===== config.mk =====
export PLATFORM = sky130hd
export DESIGN_NAME = reg_file_sb
export DESIGN_NICKNAME = d
export VERILOG_FILES = /design/src/rtl/reg_file_sb.sv
export SDC_FILE = /design/constraint.sdc
export NUM_CORES = 1
export LEC_CHECK = 0
export ABC_AREA = 1
export CORE_UTILIZATION = 57
export CTS_BUF_LIST = sky130_fd_sc_hd__clkbuf_16
export DETAILED_ROUTE_END_ITERATION = 12
export PLACE_DENSITY = 0.77
export SLEW_MARGIN = 30
export SYNTH_ARGS = -nofsm -noshare
export SYNTH_HDL_FRONTEND = slang
export SYNTH_SLANG_ARGS = --single-unit

===== constraint.sdc =====
create_clock -name clk -period 3.62 [get_ports clk]
set_input_delay 0.543 -clock clk [delete_from_list [all_inputs] [get_ports clk]]
set_output_delay 0.543 -clock clk [all_outputs]
set_load 0.1 [all_outputs]

===== src/rtl/reg_file_sb.sv =====
// Register file with two combinational read ports, one synchronous write port,
// and a per-register pending scoreboard for RAW hazard detection against writebacks.
module reg_file_sb #(
    parameter int DATA_W   = 8,
    parameter int ADDR_W   = 3,
    parameter int ZERO_REG = 0,
    parameter int BYPASS   = 1
) (
    input  logic              clk,
    input  logic              rst,
    input  logic [ADDR_W-1:0] rd_addr_a,
    input  logic [ADDR_W-1:0] rd_addr_b,
    output logic [DATA_W-1:0] rd_data_a,
    output logic [DATA_W-1:0] rd_data_b,
    output logic              rd_pend_a,
    output logic              rd_pend_b,
    input  logic              wr_en,
    input  logic [ADDR_W-1:0] wr_addr,
    input  logic [DATA_W-1:0] wr_data,
    input  logic              iss_en,
    input  logic [ADDR_W-1:0] iss_addr,
    output logic [ADDR_W:0]   pend_cnt,
    output logic              all_idle
);
    localparam int DEPTH = 2**ADDR_W;

    logic [DATA_W-1:0] rf_q [DEPTH];
    logic [DEPTH-1:0]  pend_q;
    logic [DEPTH-1:0]  pend_d;
    logic [ADDR_W:0]   cnt_q;
    logic [ADDR_W:0]   cnt_d;
    logic              wr_ok;

    assign wr_ok = wr_en && !((ZERO_REG != 0) && (wr_addr == '0));

    genvar gi;
    generate
        for (gi = 0; gi < DEPTH; gi++) begin : g_reg
            localparam logic [DATA_W-1:0] RST_VAL = DATA_W'(gi);
            localparam bit HARD_ZERO = (ZERO_REG != 0) && (gi == 0);
            logic [DATA_W-1:0] val_q;
            logic              set_w;
            logic              clr_w;

            always_ff @(posedge clk) begin
                if (!rst) begin
                    val_q <= RST_VAL;
                end else if (wr_ok && (wr_addr == ADDR_W'(gi))) begin
                    val_q <= wr_data;
                end
            end
            assign rf_q[gi] = val_q;

            // A same-cycle issue wins over the clear: the write belongs to the older instruction.
            assign set_w      = iss_en && (iss_addr == ADDR_W'(gi)) && !HARD_ZERO;
            assign clr_w      = wr_en && (wr_addr == ADDR_W'(gi));
            assign pend_d[gi] = set_w | (pend_q[gi] & ~clr_w);
        end
    endgenerate

    always_comb begin
        cnt_d = '0;
        for (int k = 0; k < DEPTH; k++) begin
            cnt_d = cnt_d + {{ADDR_W{1'b0}}, pend_d[k]};
        end
    end

    always_ff @(posedge clk) begin
        if (!rst) begin
            pend_q <= '0;
            cnt_q  <= '0;
        end else begin
            pend_q <= pend_d;
            cnt_q  <= cnt_d;
        end
    end

    assign pend_cnt = cnt_q;
    assign all_idle = (cnt_q == '0);

    logic [ADDR_W-1:0] port_addr [2];
    logic [DATA_W-1:0] port_data [2];
    logic [1:0]        port_pend;

    assign port_addr[0] = rd_addr_a;
    assign port_addr[1] = rd_addr_b;

    generate
        for (gi = 0; gi < 2; gi++) begin : g_rd
            always_comb begin
                port_data[gi] = rf_q[port_addr[gi]];
                port_pend[gi] = pend_q[port_addr[gi]];
                if ((BYPASS != 0) && wr_en && (wr_addr == port_addr[gi])) begin
                    port_data[gi] = wr_data;
                    port_pend[gi] = 1'b0;
                end
                if ((ZERO_REG != 0) && (port_addr[gi] == '0)) begin
                    port_data[gi] = '0;
                    port_pend[gi] = 1'b0;
                end
            end
        end
    endgenerate

    assign rd_data_a = port_data[0];
    assign rd_data_b = port_data[1];
    assign rd_pend_a = port_pend[0];
    assign rd_pend_b = port_pend[1];
endmodule


======== Yosys cells after proc, flatten, opt, wreduce, memory -nomap -nowiden ========
Cells that the tools add are included.
cells by class
  add/subtract/negate cells ............... 7
  $lt $le $gt $ge ......................... 4
  equal/unequal tests ..................... 16
  muxes and demuxes ....................... 14
  bitwise operators ....................... 26
  reductions and logical operators ........ 21
operators by type and width
  cell                                                        number
  binary-select mux 8 bit (select 3 bit)                      2
  2-to-1 mux 8 bit                                            6
  equality test 3 bit, second input constant                  8
  logical AND 1 bit                                           18
  adder 4 x 1 -> 4 bit                                        4
  equality test 3 x 2 -> 1 bit, second input constant         4
  bitwise AND 1 bit                                           8
  greater-or-equal comparator 4 bit, second input constant    2
  less-than comparator 3 x 4 -> 1 bit, second input constant  2
  NOT 1 bit                                                   8
  NOT 3 -> 4 bit                                              2
  OR 1 bit                                                    8
  binary-select mux 1 bit (select 3 bit)                      2
  equality test 3 x 1 -> 1 bit, second input constant         2
  equality test 3 bit                                         2
  logical NOT 3 bit                                           2
  adder 3 x 1 -> 4 bit                                        1
  logical NOT 4 bit                                           1
  2-to-1 mux 1 bit                                            4
  adder 2 x 1 -> 3 bit                                        1
  adder 1 x 1 -> 2 bit                                        1
word-level totals
  bits in registers ....................... 76
  bits of input ports ..................... 24
  logic and storage cells ................. 98

======== Logic depth before layout (Yosys ltp) ========
Gate-level depths: netlist of run 1.
  depth in word-level cells ............... 12
  depth in mapped cells ................... 14
  depth with buffers taken out ............ 14

======== Least setup slack after synthesis of run 1 ========
Ideal clock, no wire load.
  kind .................................... register to output
  start point ............................. reg cnt_q[1] (netlist: pend_cnt[1])
  end point ............................... out all_idle
  arrival ................................. 3.676 ns
  data required time ...................... 3.077 ns
  setup slack ............................. -0.599 ns
  cell stages (with the launch flop) ...... 2
  path buffers ............................ 0
  path through ............................ dfxtp_1 > nor4_1
between the ends
  word-level cells in the longest chain between the ends .. 1
RTL lines
  element                 line  source
  start, declared         30    logic [ADDR_W:0] cnt_q;
  start signal, assigned  74    cnt_q <= cnt_d;
  logical NOT 4 bit       79    assign all_idle = (cnt_q == '0);
  end, declared           23    output logic all_idle
Every way passes these cells.

======== Final worst setup path of run 1 ========
  start point ............................. in wr_en
  end point ............................... reg cnt_q[1] (netlist: pend_cnt[1])
between the ends
  word-level cells in the longest chain between the ends .. 11
  elaborated cells between the ends (all ways) .. 39
  classes of those cells .................. add/sub (7); bitwise (24); reduce/logical (8)
RTL lines
  element                             line  source
  start, declared                     17    input logic wr_en,
  logical AND 1 bit                   56    assign clr_w = wr_en && (wr_addr == ADDR_W'(gi));
  NOT 1 bit                           57    assign pend_d[gi] = set_w | (pend_q[gi] & ~clr_w);
  bitwise AND 1 bit                   57
  OR 1 bit                            57
  adder 1 x 1 -> 2 bit                64    cnt_d = cnt_d + {{ADDR_W{1'b0}}, pend_d[k]};
  adder 2 x 1 -> 3 bit                64
  adder 3 x 1 -> 4 bit                64
  adder 4 x 1 -> 4 bit (3 in series)  64
  adder 4 x 1 -> 4 bit (*)            64
  net cnt_d[1]                        31    logic [ADDR_W:0] cnt_d;
The timed path passes the listed nets; every way through them passes the cells marked *.
A chain may end at the register's enable or synchronous reset.

==> results of run 1 <==
==> cell usage after synthesis <==
| cell | count |
|---|---|
| clkinv_4 | 2 |
| nor2_4 | 2 |
| nand2_1 | 211 |
| a22oi_1 | 5 |
| xnor2_1 | 1 |
| buf_6 | 9 |
| clkbuf_1 | 13 |
| buf_4 | 2 |
| nor2_2 | 1 |
| ha_1 | 3 |
| dfxtp_1 | 76 |
| nand3_1 | 114 |
| buf_2 | 20 |
| nor4_1 | 1 |
| o21ai_1 | 7 |
| buf_1 | 1 |
| nand2_2 | 8 |
| inv_1 | 86 |
| nor2_1 | 31 |
| fa_1 | 4 |
| o211ai_2 | 2 |
| o21ai_0 | 54 |
| a21oi_1 | 59 |
| nand2_4 | 2 |
| o211ai_1 | 9 |
| inv_2 | 8 |
==> worst paths after layout <==
path | startpoint | end | slack (ns) | cells past startpoint
max | wr_en | pend_cnt[1] | 0.10 | 15
min | g_reg[6].val_q[6] | g_reg[6].val_q[6] | 0.47 | 2
max reg2reg | pend_q[0] | pend_cnt[1] | 0.64 | 11
min reg2reg | g_reg[6].val_q[6] | g_reg[6].val_q[6] | 0.47 | 2
==> worst max-delay path, cell delays in order <==
cell	delay [ns]
clkdlybuf4s50_1	0.48
inv_1	0.07
nor2_4	0.13
nand2_2	0.08
a22oi_1	0.22
fa_1	0.46
inv_1	0.08
fa_1	0.41
inv_1	0.08
fa_1	0.40
inv_1	0.07
ha_2	0.19
fa_2	0.43
nand2_1	0.08
inv_1	0.04
==> power breakdown <==
group | switching (uW) | internal, uW
sequential | 13.9 | 869
clock | 373 | 530
combinational | 534 | 250
total | 921 | 1650
==> per-layer routing <==
metal,global-route usage [%],share of wire [%],vias to the layer above
met5,0,0,-
met4,21.0,5.0,0
met3,7.63,11,71
met2,59.9,46,328
met1,43.0,38,2346
li1,-,-,2432
==> per-stage QoR <==
stage / setup slack, ns / hold WS, ns
final: 0.101 / 0.471
after global routing: -0.0186 / 0.496
after CTS: 0.00145 / 0.473
after detailed placement: -0.467 / 0.459
after global placement: -0.357 / 0.451
after floorplan: 0.231 / 0.438
==> sequential cells by signal (all words and copies together), names as in the netlist <==
register	count
pend_cnt	4
g.val_q	64
pend_q	8
==> timing repair <==
item                       CTS  global route
pin swaps                    0             4
setup endpoints to repair    2             2
hold endpoints to repair     0             0
resized for setup            3            11
setup buffers                0             1
==> layout by cell type (no fill, tap or decap) <==
cell type        count
dfxtp_1             76
a21oi_1             59
nor2_2               2
bufinv_16            1
buf_12              18
inv_1               86
ha_2                 1
nand2_2              8
nand3_1            114
clkinv_1             1
inv_6                1
a22oi_2              2
nor2_4               3
a22oi_1              3
o211ai_2             2
ha_1                 2
o21ai_1              7
inv_2                9
buf_4               35
clkinv_2             1
nor2_1              29
xnor2_2              1
dlymetal6s2s_1       4
fa_1                 3
dlygate4sd2_1        1
nand2_1            211
buf_2                1
nor4_2               1
fa_2                 1
clkinv_4             2
nand2_4              2
clkbuf_16            9
clkdlybuf4s50_1     22
clkinvlp_4           2
o21ai_0             54
o211ai_1             9
==> logic make-up (layout without fill, tap and decap cells) <==
group / after synthesis / after routing
DFF: 76 / 76
buffers and inverters: 141 / 193
and+or+nand+nor: 370 / 370
AOI/OAI and AO/OA: 136 / 136
xor gates and xnor gates: 1 / 1
adders and majority gates: 7 / 7
==> final cells by class <==
| cell class | count | share of cell area [%] |
|---|---|---|
| clock buffers | 9 | 3.95 |
| clock inverters | 7 | 1.16 |
| inverters | 96 | 6.50 |
| multi-input cells | 514 | 43.5 |
| flip-flops and latches | 76 | 26.7 |
| well taps | 102 | 2.24 |
| repair buffers | 81 | 15.9 |
==> impl_metrics.ini, run 1 <==
[clock_network]
htree_num_levels = 3
clock_tree_from_tritoncts = built
clock-root-buffer = clkbuf_16
insertion_delay_ns = 0.34
max-clock-path-buffers = 2
tritoncts_num_sinks = 76
numCtsBuffers = 9
ctsHoldBuffers = 0
clk_transition_reported_paths_ns = 0.06

[detailed_routing]
num_vias = 5177
drt_first_pass_iters = 5
remaining_antenna_violation_count_after_routing = 0
drt_wl_total_um = 15000
wire_per_inst_um = 16.9
drc_errors = 0
routed_via_density = 5.85
drt_iter0_drc = 501

[critical_path]
critical_path_peak_fanout = 4
worst-endpoint-arrival_ns = 3.76
cp-start-kind = input port
critPathCaptureType = register
path_class = input port to register
worst-endpoint-required_ns = 3.86

[floorplanning]
die_x_um = 91.9
die_area_mm2 = 0.00844
die-height_um = 91.9
initial_cell_density_of_the_core_pct = 59.3
row_count = 32
floorplan.io_pins = 47
floorplan.core_area_mm2 = 0.00777

[hold_path]
min_path_type = register to register

[final_layout]
area.growth.synth_to_final_pct = 23.8
layout-drive-gt1-share_pct = 13.0
multi_input_comb_area_mm2 = 0.00248
final_area_mm2 = 0.00570
fin_nets = 809
antenna-diode-count = 0
postLayoutCoreUtil_pct = 73.4
seqCellArea_mm2 = 0.00152
stdcell_count = 885
number_of_filler_cells_placed_in_the_layout = 661

[placed_design]
hpwlAfterDp_um = 9540
post-place-cells = 868
detailed_place.area_mm2 = 0.00536
place.port_buffers = 46
gpl.final_weighted_congestion = 0.963

[logic_synthesis]
seq_area_frac_synth_pct = 33.0
syn_avg_cell_area_um2 = 6.30
synth_top_family_by_area = simple AND/OR/NAND/NOR gates
synth_mux_area_share_pct = 0
syn_area_mm2 = 0.00460
synthDominantAreaCellType = dfxtp_1
yosysTopAreaCellShare_pct = 33.0
ys_seq_elements = 76
largest_cells_by_area_after_synthesis = dfxtp_1 (33%), nand2_1 (17%), nand3_1 (12%)
synth_adder_area_share_pct = 2.55
synth_xor_xnor_area_share_pct = 0.190
yosys.area_share.simple_pct = 34.5
synth_compound_area_share_pct = 15.9
yosysWarningCount = 0
synth_cells = 731
syn_nets = 762
yosysUniqueCellTypes = 26

[sta]
final.period_utilization_pct = 97.2
transition_time_of_the_tightest_slew_check_pin_ns = 1.01
max_clock_freq_ghz = 0.284
setup_viol = 0
timing.setup.tns_ns = 0
rsz0062_at_grt = true
fin_worst_skew_ns = 0.00119
finalCriticalPeriod_ns = 3.52
slew_violations = 0
timing_hold_violations_final = 0
slew-limit-headroom_pct = 32.5

[grt]
grt_pass1_vias = 4976
antenna_found_initial = 0
globalRouteOverflowTotal = 0
grt_pass1_wl_um = 23700
grt_max_degree = 40
grtUsageTotal_pct = 36.1

[power_and_ir_drop]
design_power_total_uw = 2570
ir_worst_vdd_uv = 282
power_density_mw_per_mm2 = 451
power.static_leakage_uw = 0.00279

[run_status]
run_status = complete, no violations

[flow_run]
max_cap_violation_count = 0
(Power assumes the default switching activity.)
==> run 2, diff against run 1 <==
Settings changed: CORE_UTILIZATION 57 to 35, PLACE_DENSITY 0.77 to 0.51.
==> impl_metrics.ini, run 2 (synthesized netlist as in run 1, its figures left out) <==
[run_status]
run_status = complete, no violations

[grt]
globalRouteOverflowTotal = 0
grtUsageTotal_pct = 24.3
grt_pass1_vias = 4590
grt_pass1_wl_um = 24400
grt_max_degree = 40
antenna_found_initial = 0

[final_layout]
largest_reg_flops = 64
mostFrequentLayoutCells = nand2_1 (211), nand3_1 (114), inv_1 (84)
number_of_filler_cells_placed_in_the_layout = 1393
fin_nets = 812
final_common_cell = nand2_1
area.growth.synth_to_final_pct = 27.3
seqCellArea_mm2 = 0.00152
antenna-diode-count = 0
layout-drive-gt1-share_pct = 13.6
multi_input_comb_area_mm2 = 0.00248
final_area_mm2 = 0.00586
postLayoutCoreUtil_pct = 46.1
largest-register = g.val_q

[sta]
rsz0062_at_grt = false
finalCriticalPeriod_ns = 3.26
transition_time_of_the_tightest_slew_check_pin_ns = 0.972
slew_violations = 0
slew-limit-headroom_pct = 35.0
timing_hold_violations_final = 0
final.period_utilization_pct = 89.9
timing.setup.tns_ns = 0
max_clock_freq_ghz = 0.307
setup_viol = 0
whs_ns = 0.472
fin_worst_skew_ns = 0.00504

[power_and_ir_drop]
power.static_leakage_uw = 0.00286
power_density_mw_per_mm2 = 460
design_power_total_uw = 2690
ir_worst_vdd_uv = 287

[floorplanning]
floorplan.io_pins = 47
floorplan.core_area_mm2 = 0.0127
die_x_um = 117
die-height_um = 117
row_count = 41
initial_cell_density_of_the_core_pct = 36.2
die_area_mm2 = 0.0136

[critical_path]
critical_path_peak_fanout = 3
worst-endpoint-arrival_ns = 3.54
timing.critical_path.cells = dlymetal6s2s_1 -> inv_1 -> nor2_2 -> a22oi_2 -> fa_1 -> inv_2 -> fa_1 -> inv_1 -> fa_1 -> inv_1 -> ha_2 -> fa_2 -> nand2_1 -> inv_1
critPathCaptureType = register
worst_path_most_repeated_cell = inv_1
worst-endpoint-required_ns = 3.91
cp-start-kind = input port
critPathMaxStageDelay_ns = 0.56
path_class = input port to register
crit_path_max_delay_cell_type = fa_1

[clock_network]
max-clock-path-buffers = 2
insertion_delay_ns = 0.34
clock_tree_from_tritoncts = built
ctsHoldBuffers = 0
clock-root-buffer = clkbuf_16
clk_transition_reported_paths_ns = 0.05
numCtsBuffers = 9
htree_num_levels = 3
tritoncts_num_sinks = 76

[detailed_routing]
num_vias = 4892
drc_errors = 0
remaining_antenna_violation_count_after_routing = 0
drt_wl_total_um = 15400
wire_per_inst_um = 16.0
drt_iter0_drc = 365
routed_via_density = 5.11
drt_first_pass_iters = 5

[placed_design]
gpl.final_weighted_congestion = 0.831
hpwlAfterDp_um = 10200
place.port_buffers = 46
detailed_place.area_mm2 = 0.00546

[flow_run]
max_cap_violation_count = 0

[hold_path]
min_path_type = register to register
-- run 2: path summary, 6_finish.rpt --
kind,start,end,slack [ns],cells after the start
setup / recovery,iss_addr[0],pend_cnt[1],0.36,14
hold / removal,g_reg[2].val_q[1],g_reg[2].val_q[1],0.47,2
hold reg to reg,g_reg[2].val_q[1],g_reg[2].val_q[1],0.47,2
setup reg to reg,pend_q[1],pend_cnt[1],0.55,11
-- run 2: area by class of cell --
class	instances	share of cell area, %
Tap cell	172	3.67
Clock buffer	9	3.84
Timing Repair Buffer	84	16.1
Inverter	96	6.32
Clock inverter	7	1.81
Multi-Input combinational cell	514	42.3
Sequential cell	76	26.0
-- run 2: critical path, delay by kind of cell --
family / cells / cell delay, ns
compound gates: 1 / 0.11
fa+ha+maj: 5 / 2.26
buf+inv: 6 / 0.41
simple gates: 2 / 0.20
-- run 2: power breakdown --
part           total [uW]  switching (uW)  internal, uW
registers             883            13.9           870
logic                 782             530           252
clock network        1030             364           665
total                2690             908          1790
-- run 2: routing by layer --
layer,track usage (%),share of wire (%),up-vias
met5,0,0,-
met4,8.95,2.1,0
met3,3.68,6.4,24
met2,40.7,47,161
met1,31.7,45,2265
li1,-,-,2442
-- run 2: timing repair --
action / CTS / global route
setup buffers: 0 / 2
hold endpoints to repair: 0 / 0
resized for setup: 3 / 17
pin swaps: 0 / 7
endpoints found under the setup margin: 2 / 2
-- run 2: through the flow --
step                      setup slack (ns)  std cells
final                                0.364        958
after global routing                 0.228        958
after CTS                          -0.0152        956
after detailed placement            -0.477        940
after global placement              -0.376        940
after floorplan                      0.231        731
==> run 3, diff against run 2 <==
Settings changed: SLEW_MARGIN 30 to default.
==> results of run 3 <==
The final DEF is identical to that of run 2; final timing and power are the same.
